File: config.mk
export PLATFORM = sky130hd
export DESIGN_NAME = encode_packet_ext
export DESIGN_NICKNAME = d
export VERILOG_FILES = /design/src/rtl/encode_packet_ext.sv
export SDC_FILE = /design/constraint.sdc
export NUM_CORES = 1
export LEC_CHECK = 0
export CAP_MARGIN = 0
export CORE_MARGIN = 5
export CORE_UTILIZATION = 63
export DETAILED_ROUTE_END_ITERATION = 10
export DONT_BUFFER_PORTS = 1
export PLACE_DENSITY = 0.79
export REMOVE_ABC_BUFFERS = 1
export SETUP_SLACK_MARGIN = 0.1
export SLEW_MARGIN = 30
export SYNTH_ARGS = -nofsm -noshare
export SYNTH_HDL_FRONTEND = slang
export SYNTH_SLANG_ARGS = --single-unit
File: constraint.sdc
create_clock -name clock -period 2.8 [get_ports clock]
set_input_delay 0.42 -clock clock [delete_from_list [all_inputs] [get_ports clock]]
set_output_delay 0.42 -clock clock [all_outputs]
set_load 0.1 [all_outputs]
File: src/rtl/encode_packet_ext.sv
// USB transmit packet encoder: handshake, token, SOF and data packets onto an AXI-Stream byte bus.
// Build option USB_TX_SOF_EN adds an internal frame counter that emits SOF tokens on sof_tick_i.
module encode_packet_ext #(
  parameter int MAX_LENGTH = 1024
) (
  input  logic        clock,
  input  logic        reset,
  output logic        tx_tvalid_o,
  input  logic        tx_tready_i,
  output logic        tx_tlast_o,
  output logic [7:0]  tx_tdata_o,
  input  logic        hsk_send_i,
  output logic        hsk_done_o,
  input  logic [1:0]  hsk_type_i,
  input  logic        tok_send_i,
  output logic        tok_done_o,
  input  logic [1:0]  tok_type_i,
  input  logic [15:0] tok_data_i,
  input  logic        sof_tick_i,
  input  logic        trn_start_i,
  input  logic [1:0]  trn_type_i,
  input  logic        trn_tvalid_i,
  output logic        trn_tready_o,
  input  logic        trn_tlast_i,
  input  logic [7:0]  trn_tdata_i,
  output logic        err_len_o,
  output logic        err_urun_o,
  output logic        busy_o,
  output logic [2:0]  state_o
);
  localparam int CW = $clog2(MAX_LENGTH + 1);
  localparam logic [CW-1:0] MAX_CNT = CW'(MAX_LENGTH);

  typedef enum logic [2:0] {IDLE, PID, TOK0, TOK1, DATA, CRC0, CRC1, DONE} state_t;
  typedef enum logic [1:0] {K_HSK, K_TOK, K_SOF, K_DAT} kind_t;

  state_t        state;
  kind_t         kind;
  logic [3:0]    pid;
  logic [15:0]   crc;
  logic          bad;
  logic          drain;
  logic          data_pend;
  logic [CW-1:0] count;
  logic [15:0]   tok_word;
  logic          slot_free;
  logic          idle_open;
  logic          sof_pend;
  logic          sof_take;
  logic [15:0]   sof_word;

  function automatic logic [15:0] crc16_upd(input logic [15:0] c, input logic [7:0] d);
    logic [15:0] r;
    r = c;
    for (int i = 0; i < 8; i++)
      r = (r[0] ^ d[i]) ? ((r >> 1) ^ 16'hA001) : (r >> 1);
    return r;
  endfunction

  // Handshake contract, both byte streams: a byte moves on a clock edge where valid and
  // ready are both high; once valid is raised, data/last hold until that edge.
  assign slot_free    = !tx_tvalid_o || tx_tready_i;
  assign trn_tready_o = drain || ((state == DATA) && slot_free);
  assign idle_open    = (state == IDLE) && !hsk_done_o && !tok_done_o;
  assign sof_take     = idle_open && !hsk_send_i && sof_pend;
  assign state_o      = state;

`ifdef USB_TX_SOF_EN
  logic [10:0] frame;

  function automatic logic [4:0] crc5_frame(input logic [10:0] d);
    logic [4:0] r;
    r = 5'h1F;
    for (int i = 0; i < 11; i++)
      r = (r[0] ^ d[i]) ? ((r >> 1) ^ 5'h14) : (r >> 1);
    return ~r;
  endfunction

  always_ff @(posedge clock) begin
    if (reset) begin
      frame    <= '0;
      sof_pend <= 1'b0;
    end else if (sof_tick_i) begin
      frame    <= frame + 11'd1;
      sof_pend <= 1'b1;
    end else if (sof_take) begin
      sof_pend <= 1'b0;
    end
  end

  assign sof_word = {crc5_frame(frame), frame};
`else
  logic sof_unused;
  assign sof_unused = sof_tick_i;
  assign sof_pend   = 1'b0;
  assign sof_word   = 16'h0000;
`endif

  always_ff @(posedge clock) begin
    if (reset) begin
      state       <= IDLE;
      kind        <= K_HSK;
      pid         <= '0;
      crc         <= 16'hFFFF;
      bad         <= 1'b0;
      drain       <= 1'b0;
      data_pend   <= 1'b0;
      count       <= '0;
      tok_word    <= '0;
      tx_tvalid_o <= 1'b0;
      tx_tlast_o  <= 1'b0;
      tx_tdata_o  <= '0;
      hsk_done_o  <= 1'b0;
      tok_done_o  <= 1'b0;
      err_len_o   <= 1'b0;
      err_urun_o  <= 1'b0;
      busy_o      <= 1'b0;
    end else begin
      hsk_done_o <= 1'b0;
      tok_done_o <= 1'b0;
      err_len_o  <= 1'b0;
      err_urun_o <= 1'b0;
      if (tx_tvalid_o && tx_tready_i) begin
        tx_tvalid_o <= 1'b0;
        tx_tlast_o  <= 1'b0;
      end
      // trn_start_i is a strobe; it is remembered until the data packet wins arbitration.
      if (trn_start_i) data_pend <= 1'b1;
      if (drain && trn_tvalid_i && trn_tlast_i) drain <= 1'b0;

      case (state)
        IDLE: if (idle_open) begin
          if (hsk_send_i) begin
            kind <= K_HSK; pid <= {hsk_type_i, 2'b10}; state <= PID; busy_o <= 1'b1;
          end else if (sof_pend) begin
            kind <= K_SOF; pid <= 4'b0101; tok_word <= sof_word; state <= PID; busy_o <= 1'b1;
          end else if (tok_send_i) begin
            kind <= K_TOK; pid <= {tok_type_i, 2'b01}; tok_word <= tok_data_i;
            state <= PID; busy_o <= 1'b1;
          end else if ((data_pend || trn_start_i) && !drain) begin
            kind <= K_DAT; pid <= {trn_type_i, 2'b11}; data_pend <= 1'b0;
            state <= PID; busy_o <= 1'b1;
          end
        end
        PID: if (slot_free) begin
          tx_tdata_o  <= {~pid, pid};
          tx_tvalid_o <= 1'b1;
          tx_tlast_o  <= (kind == K_HSK);
          crc         <= 16'hFFFF;
          bad         <= 1'b0;
          count       <= '0;
          case (kind)
            K_HSK:   state <= DONE;
            K_DAT:   state <= trn_tvalid_i ? DATA : CRC0;
            default: state <= TOK0;
          endcase
        end
        TOK0: if (slot_free) begin
          tx_tdata_o <= tok_word[7:0]; tx_tvalid_o <= 1'b1; tx_tlast_o <= 1'b0; state <= TOK1;
        end
        TOK1: if (slot_free) begin
          tx_tdata_o <= tok_word[15:8]; tx_tvalid_o <= 1'b1; tx_tlast_o <= 1'b1; state <= DONE;
        end
        DATA: begin
          if (trn_tvalid_i && trn_tready_o) begin
            if (count == MAX_CNT) begin
              // Over-length byte is swallowed; the rest of the packet is drained upstream.
              bad       <= 1'b1;
              err_len_o <= 1'b1;
              drain     <= !trn_tlast_i;
              state     <= CRC0;
            end else begin
              tx_tdata_o  <= trn_tdata_i;
              tx_tvalid_o <= 1'b1;
              tx_tlast_o  <= 1'b0;
              crc         <= crc16_upd(crc, trn_tdata_i);
              count       <= count + CW'(1);
              if (trn_tlast_i) state <= CRC0;
            end
          end else if (!trn_tvalid_i && (count != '0)) begin
            bad        <= 1'b1;
            err_urun_o <= 1'b1;
            state      <= CRC0;
          end
        end
        CRC0: if (slot_free) begin
          tx_tdata_o  <= bad ? crc[7:0] : ~crc[7:0];
          tx_tvalid_o <= 1'b1;
          tx_tlast_o  <= 1'b0;
          state       <= CRC1;
        end
        CRC1: if (slot_free) begin
          tx_tdata_o  <= bad ? crc[15:8] : ~crc[15:8];
          tx_tvalid_o <= 1'b1;
          tx_tlast_o  <= 1'b1;
          state       <= DONE;
        end
        DONE: if (slot_free) begin
          hsk_done_o <= (kind == K_HSK);
          tok_done_o <= (kind == K_TOK);
          busy_o     <= 1'b0;
          state      <= IDLE;
        end
        default: state <= IDLE;
      endcase
    end
  end
endmodule
# After elaboration in Yosys (flattened, before gate mapping)

Index checks and enable logic that the tools add are counted.

Multiply operators: 0
Reduce and logical (&&, ||, !) cells: 38
Divide/modulo/power cells: 0
Shift operators: 0
Eq/ne operators: 24
Add/subtract/negate cells: 1
Order comparisons: 0
Bitwise gates (word level): 24
Muxes and demuxes: 82

Operator list:

| kind                  | number |
|---|---|
| $mux 16               | 11 |
| $mux 8                | 9 |
| $pmux 8 s6            | 1 |
| $mux 3                | 13 |
| $mux 11               | 3 |
| $pmux 16 s2           | 1 |
| $mux 1                | 31 |
| $not 2->3             | 8 |
| $pmux 11 s2           | 1 |
| $pmux 3 s7            | 1 |
| $ne 2x2->1 const B    | 8 |
| $not 8->8             | 2 |
| $reduce_and 4->1      | 4 |
| $eq 3x3->1 const B    | 4 |
| $mux 4                | 3 |
| $add 11x1->11 const B | 1 |
| $eq 11x11->1 const B  | 1 |
| $reduce_bool 11->1    | 1 |
| $logic_and 1x1->1     | 9 |
| $reduce_and 9->1      | 1 |
| $reduce_or 3->1       | 3 |
| $ne 4x3->1 const B    | 2 |
| $reduce_and 8->1      | 1 |
| $xor 1x1->1           | 8 |
| other kinds (23)      | 42 |

Bits in writable memories: 0
Register bits after elaboration: 70
Bits in read-only memories: 0
Bits of input ports: 39
Logic and storage cells: 186
Memories kept: 0
Output and inout bits: 19
Bits in latches: 0

# Logic depth before layout (Yosys ltp)

Depth in word-level cells: 19
Depth in mapped cells: 9
Depth with buffers taken out: 8

# Least setup slack after synthesis

No wires, ideal clock.

Path kind: flip-flop to flip-flop
Start: reg state[2] (netlist: state_o[2])
End: reg count[10]
Path buffers: 0
Data arrival time: 2724 ps
Stages on the path, launching flop included: 7
Data required time: 2727 ps
Clock period less this slack: 2797 ps
Setup slack: 3 ps
Library setup time: 73 ps
Path through: dfxtp_1 > nor3b_4 > a21o_4 > a31o_2 > nand3_2 > or4_1 > a21oi_1

Cells in the longest elaborated chain, start to end: 6
Elaborated cells on any way between the ends: 11
Those cells by class: eq/ne: 5; mux: 1; reduce/logical: 5

Ends and longest elaborated chain:

| element                           | line | source |
|---|---|---|
| start: declaration                | 37   | `state_t state;` |
| start signal: assignment          | 154  | `K_DAT: state <= trn_tvalid_i ? DATA : CRC0;` |
| $eq 3x3->1                        | 63   | `assign trn_tready_o = drain \|\| ((state == DATA) && slot_free);` |
| $logic_and 1x1->1                 | 63   |  |
| $logic_or 1x1->1                  | 63   |  |
| named net trn_tready_o            | 23   | `output logic trn_tready_o,` |
| $logic_and 1x1->1                 | 165  | `if (trn_tvalid_i && trn_tready_o) begin` |
| $ne 2x1->1 (no source line)       | --   |  |
| $reduce_and 4->1 (no source line) | --   |  |
| end signal: assignment            | 177  | `count <= count + CW'(1);` |
| end: declaration                  | 44   | `logic [CW-1:0] count;` |

The timed path passes the listed nets, and every way through them passes these cells.
A chain may end at the register's enable or synchronous reset.

# Final worst setup path

Start: reg state[1] (netlist: state_o[1])
End: reg crc[4]

Cells in the longest elaborated chain, start to end: 6
Elaborated cells on any way between the ends: 11
Those cells by class: eq/ne: 5; mux: 1; reduce/logical: 5

Ends and longest elaborated chain:

| element                           | line    | source |
|---|---|---|
| $eq 3x3->1                        | 63, 131 |  |
| $logic_and 1x1->1                 | 63      |  |
| $logic_or 1x1->1                  | 63      |  |
| $logic_and 1x1->1                 | 165     |  |
| $ne 2x1->1 (no source line)       | --      |  |
| $reduce_and 4->1 (no source line) | --      |  |
| end signal: assignment            | 176     | `crc <= crc16_upd(crc, trn_tdata_i);` |
| end: declaration                  | 40      | `logic [15:0] crc;` |

Several ways; a longest one is shown, not always the timed one.

==> results.py <==
metrics = {
    "critical_path": {
        "r2r_cells": 6,
        "crit_type": "flop to flop",
        "crit_path_cell_trace": "nor3b_4, a21o_4, buf_4, nand4_1, o22ai_1, nand2b_1",
        "crit_path_max_incr_delay_ps": 540,
        "cp-end-kind": "flop",
        "critPathSlowestCell": "nand4_1",
        "cp.required_ps": 3030,
        "arrival_ps": 2600,
        "crit_fanout": 28,
        "cp-start-kind": "flop",
    },
    "synth": {
        "syn-cell-area_sq_um": 3770,
        "yosys.area.top_type": "dfxtp_1",
        "synth.top_cell.area_share": 0.367,
        "ys_top_cells_by_area": "dfxtp_1 (37%), nand2_1 (5.3%), a21oi_1 (5.2%), xnor2_1 (5.1%), nor2_1 (4.8%)",
        "ys_warn_count": 0,
        "synth_seq_area_share": 0.367,
        "ys_async_sr_fraction": 0,
        "synth_ff_type": "dfxtp_1",
        "yosysUniqueCellTypes": 63,
        "postSynthCellCount": 455,
        "syn_avg_cell_area_sq_um": 8.28,
        "synth-edff-count": 0,
        "synth-seq-cells": 69,
    },
    "timing": {
        "grt_setup_unrepaired": "false",
        "setup_viol": 0,
        "finClkSkew_ps": 7.74,
        "max_freq_mhz": 423,
        "setup_tns_ps": 0,
        "worst_slack_ps": 434,
        "worstMarginPinSlew_ps": 990,
        "slew_viol_final": 0,
        "slew-limit-headroom": 0.339,
        "finalCriticalPeriod_ps": 2370,
        "hold_viol": 0,
        "hold_ws_ps": 133,
        "period_share": 0.845,
    },
    "power_and_ir_drop": {
        "p_leak_nw": 1.47,
        "total_power_w": 0.00426,
        "ir_drop_mv": 0.734,
        "powerDensity_nw_per_um2": 1040,
    },
    "outcome": {
        "status": "finished, final reports clean",
    },
    "finish": {
        "seqCellArea_sq_um": 1390,
        "n_fill_cell": 499,
        "layout_commonest_cell": "dfxtp_1",
        "drive_gt1_frac": 0.124,
        "final_nets": 499,
        "syn2layout_area_growth_pct": 8.30,
        "stdcell_count": 534,
        "final_cell_mix": "dfxtp_1 (66), nand2_1 (53), nor2_1 (48)",
        "multi_input_area_sq_um": 2230,
        "num_antenna_cells": 0,
    },
    "grt": {
        "overflow": 0,
        "grt_max_degree": 60,
        "track_usage": 0.262,
        "grt_pass1_vias": 3312,
        "grt_pass1_wl_mm": 15.7,
        "antenna_found_initial": 0,
    },
    "routing": {
        "drt_wl_total_mm": 9.45,
        "num_vias": 3350,
        "drt_pre_antenna_iters": 5,
        "drc": 0,
        "vias_per_cell": 6.27,
        "drt_iter0_drc": 236,
        "drtAntennaViolNets": 0,
        "wl_per_cell_um": 17.7,
    },
    "clock_network": {
        "cts-resized-gates": 0,
        "cts_buffer_depth": 2,
        "cts_root_buffer": "clkbuf_8",
        "clkSlewWorstSetupHoldPaths_ps": 80,
        "post-cts-setup-buffers": 0,
        "ctsHoldBuffers": 0,
        "clock_sinks": 69,
        "numCtsBuffers": 9,
        "tritoncts": "built",
        "ctsHtreeMaxLevel": 3,
        "worstSkewPairLatency_ps": 340,
    },
    "floorplan": {
        "start_util": 0.640,
        "num_rows": 28,
        "die_x_um": 87.3,
        "pin_count": 58,
        "core_area_sq_um": 5890,
        "die-area_sq_um": 7630,
        "die_y_um": 87.3,
    },
    "place": {
        "place_congestion": 0.836,
        "pre_cts_ws_ps": 495,
        "portBuffers": 0,
        "place_inst": 518,
        "dpl.hpwl_mm": 6.70,
    },
    "hold_path": {
        "hold_path_depth": 1,
        "hold_class": "input port to flop",
    },
    "run": {
        "max_cap_violations": 0,
    },
}
-- worst paths after layout --
path | start | to | slack (ps)
min reg2reg | tok_word[3]$_SDFFE_PP0P_ | tok_word[3]$_SDFFE_PP0P_ | 450
min | reset | tok_word[10]$_SDFFE_PP0P_ | 130
max reg2reg | state_o[1]$_SDFFE_PP0P_ | crc[4]$_SDFFE_PP1P_ | 430
max | state_o[1]$_SDFFE_PP0P_ | crc[4]$_SDFFE_PP1P_ | 430
-- through the flow --
| stage | utilization | instance area (sq um) |
|---|---|---|
| after floorplan | - | 3640 |
| after global placement | 0.657 | 3870 |
| after detailed placement | 0.657 | 3870 |
| after CTS | 0.693 | 4080 |
| after global routing | 0.693 | 4080 |
| final | 0.693 | 4080 |
-- flip-flops by register name, summed over array words and instances, names as in the netlist --
register / count
drain: 1
busy_o: 1
tok_done_o: 1
kind: 2
crc: 16
pid: 3
tok_word: 16
hsk_done_o: 1
tx_tvalid_o: 1
bad: 1
count: 11
data_pend: 1
tx_tdata_o: 8
state_o: 3
err_urun_o: 1
tx_tlast_o: 1
err_len_o: 1
-- cells by family after synthesis --
family / synth area share
simple gates: 0.236
compound gates: 0.208
flops: 0.367
xor+xnor: 0.111
buf+inv: 0.0415
mux: 0.0163
fa+ha+maj: 0.0199
-- cell type report --
type | count | area share
Inverter | 8 | 0.00736
Clock buffer | 9 | 0.0303
Tap cell | 75 | 0.0230
Clock inverter | 7 | 0.0221
Multi-Input combinational cell | 349 | 0.547
Sequential cell | 69 | 0.339
Timing Repair Buffer | 17 | 0.0313
-- layer usage --
layer  track usage  vias up  wire (um)
met4         0.100        0        223
met5             0        -          0
met3        0.0823       22        798
met2         0.425      120       4560
li1              -     1614          -
met1         0.324     1594       3870
-- worst max-delay path, delay by kind of cell, from the launching register on --
| kind | cells | cell delay [ps] |
|---|---|---|
| AOI/OAI and AO/OA | 2 | 490 |
| buffers and inverters | 1 | 310 |
| DFF | 1 | 490 |
| and+or+nand+nor | 3 | 950 |
-- power breakdown --
part	internal [W]	switching, W
sequential	0.00114	0.000548
clock	0.000496	0.000384
combinational	0.000578	0.00112
-- synthesized netlist by cell type, drive strengths merged, types with 4 or more instances --
| library cell | n |
|---|---|
| xor2 | 16 |
| xnor2 | 24 |
| o21ai | 13 |
| a221oi | 5 |
| a211oi | 7 |
| o211ai | 4 |
| o21bai | 7 |
| o22ai | 14 |
| inv | 8 |
| nor3 | 14 |
| buf | 7 |
| mux2i | 5 |
| ha | 6 |
| nand2b | 16 |
| a22oi | 7 |
| nor2b | 5 |
| nor4 | 5 |
| nand3 | 10 |
| and3 | 4 |
| nand2 | 55 |
| nor2 | 49 |
| dfxtp | 69 |
| clkbuf | 22 |
| a311oi | 6 |
| a21oi | 39 |
Power figures use the tool's default switching activity.
